File: src/rtl/ssd_scan_ctrl.sv
// 4-digit common-anode scan controller with double-buffered frame commit; outputs registered (1 cycle), no backpressure.
// Optional leading-zero blanking under SSD_LEADING_ZERO_BLANK_EN (digit 0 always lit).
module ssd_scan_ctrl #(
  parameter int REFRESH_DIV = 50000
) (
  input  logic        clk,
  input  logic        rst,
  input  logic        en,
  input  logic        load,
  input  logic [15:0] data_in,
  output logic        busy,
  output logic        load_ack,
  output logic [3:0]  bcd_sel,
  output logic [3:0]  ssd_ctl
);

  localparam int CNT_W = (REFRESH_DIV > 1) ? $clog2(REFRESH_DIV) : 1;
  localparam logic [CNT_W-1:0] CNT_LAST = CNT_W'(REFRESH_DIV - 1);

  logic [CNT_W-1:0] cnt;
  logic [CNT_W-1:0] cnt_nxt;
  logic [1:0]       idx;
  logic [1:0]       idx_nxt;
  logic [15:0]      act;
  logic [15:0]      act_nxt;
  logic [15:0]      pend;
  logic [15:0]      pend_nxt;
  logic             pv;
  logic             pv_nxt;
  logic             tick;
  logic             boundary;
  logic             commit;
  logic             blank;
  logic [3:0]       digit_nxt;
  logic [3:0]       sel_nxt;
  logic [3:0]       ctl_nxt;

  assign tick     = en && (cnt == CNT_LAST);
  assign boundary = tick && (idx == 2'd3);
  assign commit   = boundary && (load || pv);
  assign busy     = pv;

  always_comb begin
    cnt_nxt = cnt;
    idx_nxt = idx;
    if (tick) begin
      cnt_nxt = '0;
      idx_nxt = idx + 2'd1;
    end else if (en) begin
      cnt_nxt = cnt + 1'b1;
    end
  end

  // A load landing on the boundary bypasses pend and supersedes any older pending frame.
  always_comb begin
    act_nxt  = act;
    pend_nxt = pend;
    pv_nxt   = pv;
    if (boundary && load) begin
      act_nxt = data_in;
      pv_nxt  = 1'b0;
    end else if (boundary && pv) begin
      act_nxt = pend;
      pv_nxt  = 1'b0;
    end else if (load) begin
      pend_nxt = data_in;
      pv_nxt   = 1'b1;
    end
  end

  always_comb begin
    case (idx_nxt)
      2'd0:    digit_nxt = act_nxt[3:0];
      2'd1:    digit_nxt = act_nxt[7:4];
      2'd2:    digit_nxt = act_nxt[11:8];
      default: digit_nxt = act_nxt[15:12];
    endcase
  end

`ifdef SSD_LEADING_ZERO_BLANK_EN
  always_comb begin
    case (idx_nxt)
      2'd1:    blank = (act_nxt[15:4] == 12'h000);
      2'd2:    blank = (act_nxt[15:8] == 8'h00);
      2'd3:    blank = (act_nxt[15:12] == 4'h0);
      default: blank = 1'b0;
    endcase
  end
`else
  assign blank = 1'b0;
`endif

  // Outputs are computed from next-state so they move on the same edge as idx/act.
  always_comb begin
    sel_nxt = bcd_sel;
    ctl_nxt = 4'b1111;
    if (en) begin
      sel_nxt = digit_nxt;
      case (idx_nxt)
        2'd0:    ctl_nxt = 4'b1110;
        2'd1:    ctl_nxt = 4'b1101;
        2'd2:    ctl_nxt = 4'b1011;
        default: ctl_nxt = 4'b0111;
      endcase
      if (blank) ctl_nxt = 4'b1111;
    end
  end

  always_ff @(posedge clk or posedge rst) begin
    if (rst) begin
      cnt      <= '0;
      idx      <= 2'd0;
      act      <= 16'h0000;
      pend     <= 16'h0000;
      pv       <= 1'b0;
      load_ack <= 1'b0;
      bcd_sel  <= 4'h0;
      ssd_ctl  <= 4'b1110;
    end else begin
      cnt      <= cnt_nxt;
      idx      <= idx_nxt;
      act      <= act_nxt;
      pend     <= pend_nxt;
      pv       <= pv_nxt;
      load_ack <= commit;
      bcd_sel  <= sel_nxt;
      ssd_ctl  <= ctl_nxt;
    end
  end

endmodule

File: config.mk
export PLATFORM = sky130hd
export DESIGN_NAME = ssd_scan_ctrl
export DESIGN_NICKNAME = d
export VERILOG_FILES = /design/src/rtl/ssd_scan_ctrl.sv
export SDC_FILE = /design/constraint.sdc
export NUM_CORES = 1
export LEC_CHECK = 0
export ABC_AREA = 1
export ABC_CLOCK_PERIOD_IN_PS = 2870
export CORE_ASPECT_RATIO = 0.6
export CORE_MARGIN = 4
export CORE_UTILIZATION = 52
export CTS_CLUSTER_SIZE = 12
export DETAILED_ROUTE_END_ITERATION = 6
export PLACE_DENSITY = 0.74
export SLEW_MARGIN = 20
export SYNTH_ARGS = -nofsm -noshare
export SYNTH_HDL_FRONTEND = slang
export SYNTH_SLANG_ARGS = --single-unit
File: constraint.sdc
create_clock -name clk -period 2.87 [get_ports clk]
set_input_delay 0.4305 -clock clk [delete_from_list [all_inputs] [get_ports clk]]
set_output_delay 0.4305 -clock clk [all_outputs]
set_load 0.01 [all_outputs]
==> metrics.csv <==
metric,value,unit
clock slew at reported path FFs,60,ps
TritonCTS clock tree,done,
Die W,107,um
Comb power frac,14.9,%
worst reg2reg setup slack,600,ps
Max Cap Viol,0,
DR WL/cell,14.2,um
Clock Power Share,35.8,%
pre-CTS setup slack,305,ps
most frequent cells in the layout,"nand2_1, dfrtp_1, inv_1",
crit start category,register,
total CTS buffers,9,
Peak VDD IR,0.324,mV
sequential fraction of design power,49.3,%
DRC,0,
largest net degree at the start of global routing,33,
Port Buffers,29,
worst-path maximum fanout,14,
cts repair resizes,0,
final wirelength,7160,um
Nets,443,
clk_lat worst skew,330,ps
Min-Delay Path Depth,2,
relative slew slack,60.0,%
H-tree levels,3,
gpl congestion,0.900,
Final Cycle Share,79.1,%
Worst Reg-to-Reg Cells,11,
fin crit period,2270,ps
vias per cell,5.35,
Int Power,1.51,mW
FF-to-FF Start,cnt[0]$_DFFE_PP0P_,
"Avg Cell Area, Syn",7.82,um2
final hold vios,0,
die area,7200,um2
RSZ-0062 raised after global routing,no,
GRT Total Usage,21.6,%
fmax,0.440,GHz
worst-margin pin slew,599,ps
min-delay src,bcd_sel[1]$_DFFE_PP0P_,
hpwl dp,5100,um
CP endpoint kind,register,
HP Class,register to register,
Final setup viols,0,
TNS Setup,0,ps
Final Max Tran Viols,0,
first-pass GRT wire length,11900,um
Max Buffers Root-to-Sink,2,
Starting Density,54.3,%
syn nets,412,
CTS Hold Bufs,0,
Post-Syn Instances,390,
Final Skew,11.0,ps
sw power,0.624,mW
final hold slack,483,ps
"Endpoint, Worst Hold",bcd_sel[1]$_DFFE_PP0P_,
final worst slack,599,ps
Die Ht,67.3,um
standard-cell rows,21,
Layout Utilization,64.3,%
status,completed,
Leak,1.89,nW
clock sinks,60,
DR pass1 iterations,5,
Pwr Density,591,nW/um2
share of layout cells above drive strength 1,10.6,%
grt total ovfl,0,
Post-Syn Area,3050,um2
sw frac,29.2,%
vias in the first global route,2364,
Crit path required time,3140,ps
number of synthesized register bits,60,
clk root buf,clkbuf_8,
reg-to-reg endpoint,bcd_sel[0]$_DFFE_PP0P_,
Vias,2707,
Ant. Diodes,0,
core area,5620,um2
worst path arrival time,2540,ps
layout overhead on the synthesized area,18.5,%
"Setup Fix Bufs, Post-CTS",0,
post-synth cell types,26,
# IOs,30,
sequential share of the synthesized area,49.3,%
"most common cell after layout, fill and taps aside",nand2_1,
yosys warns,0,
antenna violations before repair,0,
Crit Path Class,register to register,
starting DRC count in detailed routing,292,
antenna-violating nets left,0,
metrics by stage:
| step | instance area (um2) | std cells | power, mW |
|---|---|---|---|
| final | 3610 | 506 | 2.14 |
| after global placement | 3410 | 490 | 1.36 |
| after floorplan | 3050 | 390 | 1.27 |
| after CTS | 3610 | 506 | 2.14 |
| after detailed placement | 3410 | 490 | 1.37 |
| after global routing | 3610 | 506 | 2.25 |
worst max path at each step:
| stage | startpoint | end | slack (ps) | depth (start not counted) |
|---|---|---|---|---|
| after floorplan | rst | act[0]$_DFF_PP0_ | 960 | 1 |
| after global placement | en | bcd_sel[0]$_DFFE_PP0P_ | 330 | 11 |
| after detailed placement | en | bcd_sel[2]$_DFFE_PP0P_ | 300 | 12 |
| after CTS | cnt[0]$_DFFE_PP0P_ | bcd_sel[0]$_DFFE_PP0P_ | 650 | 11 |
| after global routing | cnt[1]$_DFFE_PP0P_ | bcd_sel[2]$_DFFE_PP0P_ | 440 | 12 |
| final | cnt[0]$_DFFE_PP0P_ | bcd_sel[0]$_DFFE_PP0P_ | 600 | 11 |
power groups by stage:
stage / combinational (mW) / clock [mW] / sequential [mW]
2_1_floorplan: 0.245 / 0 / 1.02
3_3_place_gp: 0.302 / 0 / 1.06
3_5_place_dp: 0.310 / 0 / 1.06
4_1_cts: 0.317 / 0.783 / 1.05
5_1_grt: 0.359 / 0.828 / 1.06
6_report: 0.318 / 0.765 / 1.05
critical path: stages (launching register included):
cell     delay (ps)
dfrtp_1         390
ha_1            250
nand2_1          70
nor2_1           90
nand2_1         100
nor2_4          310
nand2_1         140
a21oi_1         460
nand3_1         140
nand2_1         130
o21ai_1          70
nand2_1          60
registers in the layout (all words and copies together), names as in the netlist:
signal / cells
bcd_sel: 4
cnt: 16
load_ack: 1
idx: 2
busy: 1
ssd_ctl: 4
pend: 16
act: 16
per-layer routing:
metal  global-route usage, %  up-vias  wire length [um]
li1                        -     1316                 -
met1                    33.1     1254              3650
met2                    27.7      127              2780
met3                    7.07       10               647
met4                    8.13        0                89
met5                    2.86        -                 0
logic make-up after synthesis:
family	after synthesis	synth area share (%)
and+or+nand+nor	207	30.9
buffers and inverters	77	10.8
DFF	60	49.3
AOI/OAI and AO/OA	36	5.90
xor gates and xnor gates	8	2.30
adders and majority gates	2	0.820
Yosys cell counts:
| library cell | number | area [um2] |
|---|---|---|
| a21oi_1 | 9 | 45.0 |
| buf_2 | 7 | 35.0 |
| buf_4 | 2 | 15.0 |
| buf_6 | 3 | 33.8 |
| clkbuf_1 | 5 | 18.8 |
| clkinv_2 | 1 | 5.00 |
| dfrtp_1 | 57 | 1430 |
| dfstp_2 | 3 | 78.8 |
| ha_1 | 2 | 25.0 |
| inv_1 | 50 | 188 |
| inv_2 | 9 | 33.8 |
| nand2_1 | 118 | 443 |
| nand2_2 | 2 | 12.5 |
| nand3_1 | 34 | 170 |
| nand3_4 | 2 | 35.0 |
| nand4_1 | 25 | 156 |
| nor2_1 | 15 | 56.3 |
| nor2_2 | 2 | 12.5 |
| nor2_4 | 1 | 11.3 |
| nor3_1 | 4 | 20.0 |
| nor4_1 | 3 | 18.8 |
| o21ai_0 | 9 | 45.0 |
| o21ai_1 | 18 | 90.1 |
| or2_2 | 1 | 6.26 |
| xnor2_1 | 1 | 8.76 |
| xor2_1 | 7 | 61.3 |
final cells by class:
cell class | instances | area, um2
Fill cell | 485 | 2010
Sequential cell | 60 | 1510
Multi-Input combinational cell | 253 | 1220
Timing Repair Buffer | 37 | 363
Inverter | 60 | 226
Clock buffer | 12 | 155
Tap cell | 80 | 100
Clock inverter | 4 | 47.5
Power figures use the tool's default switching activity.
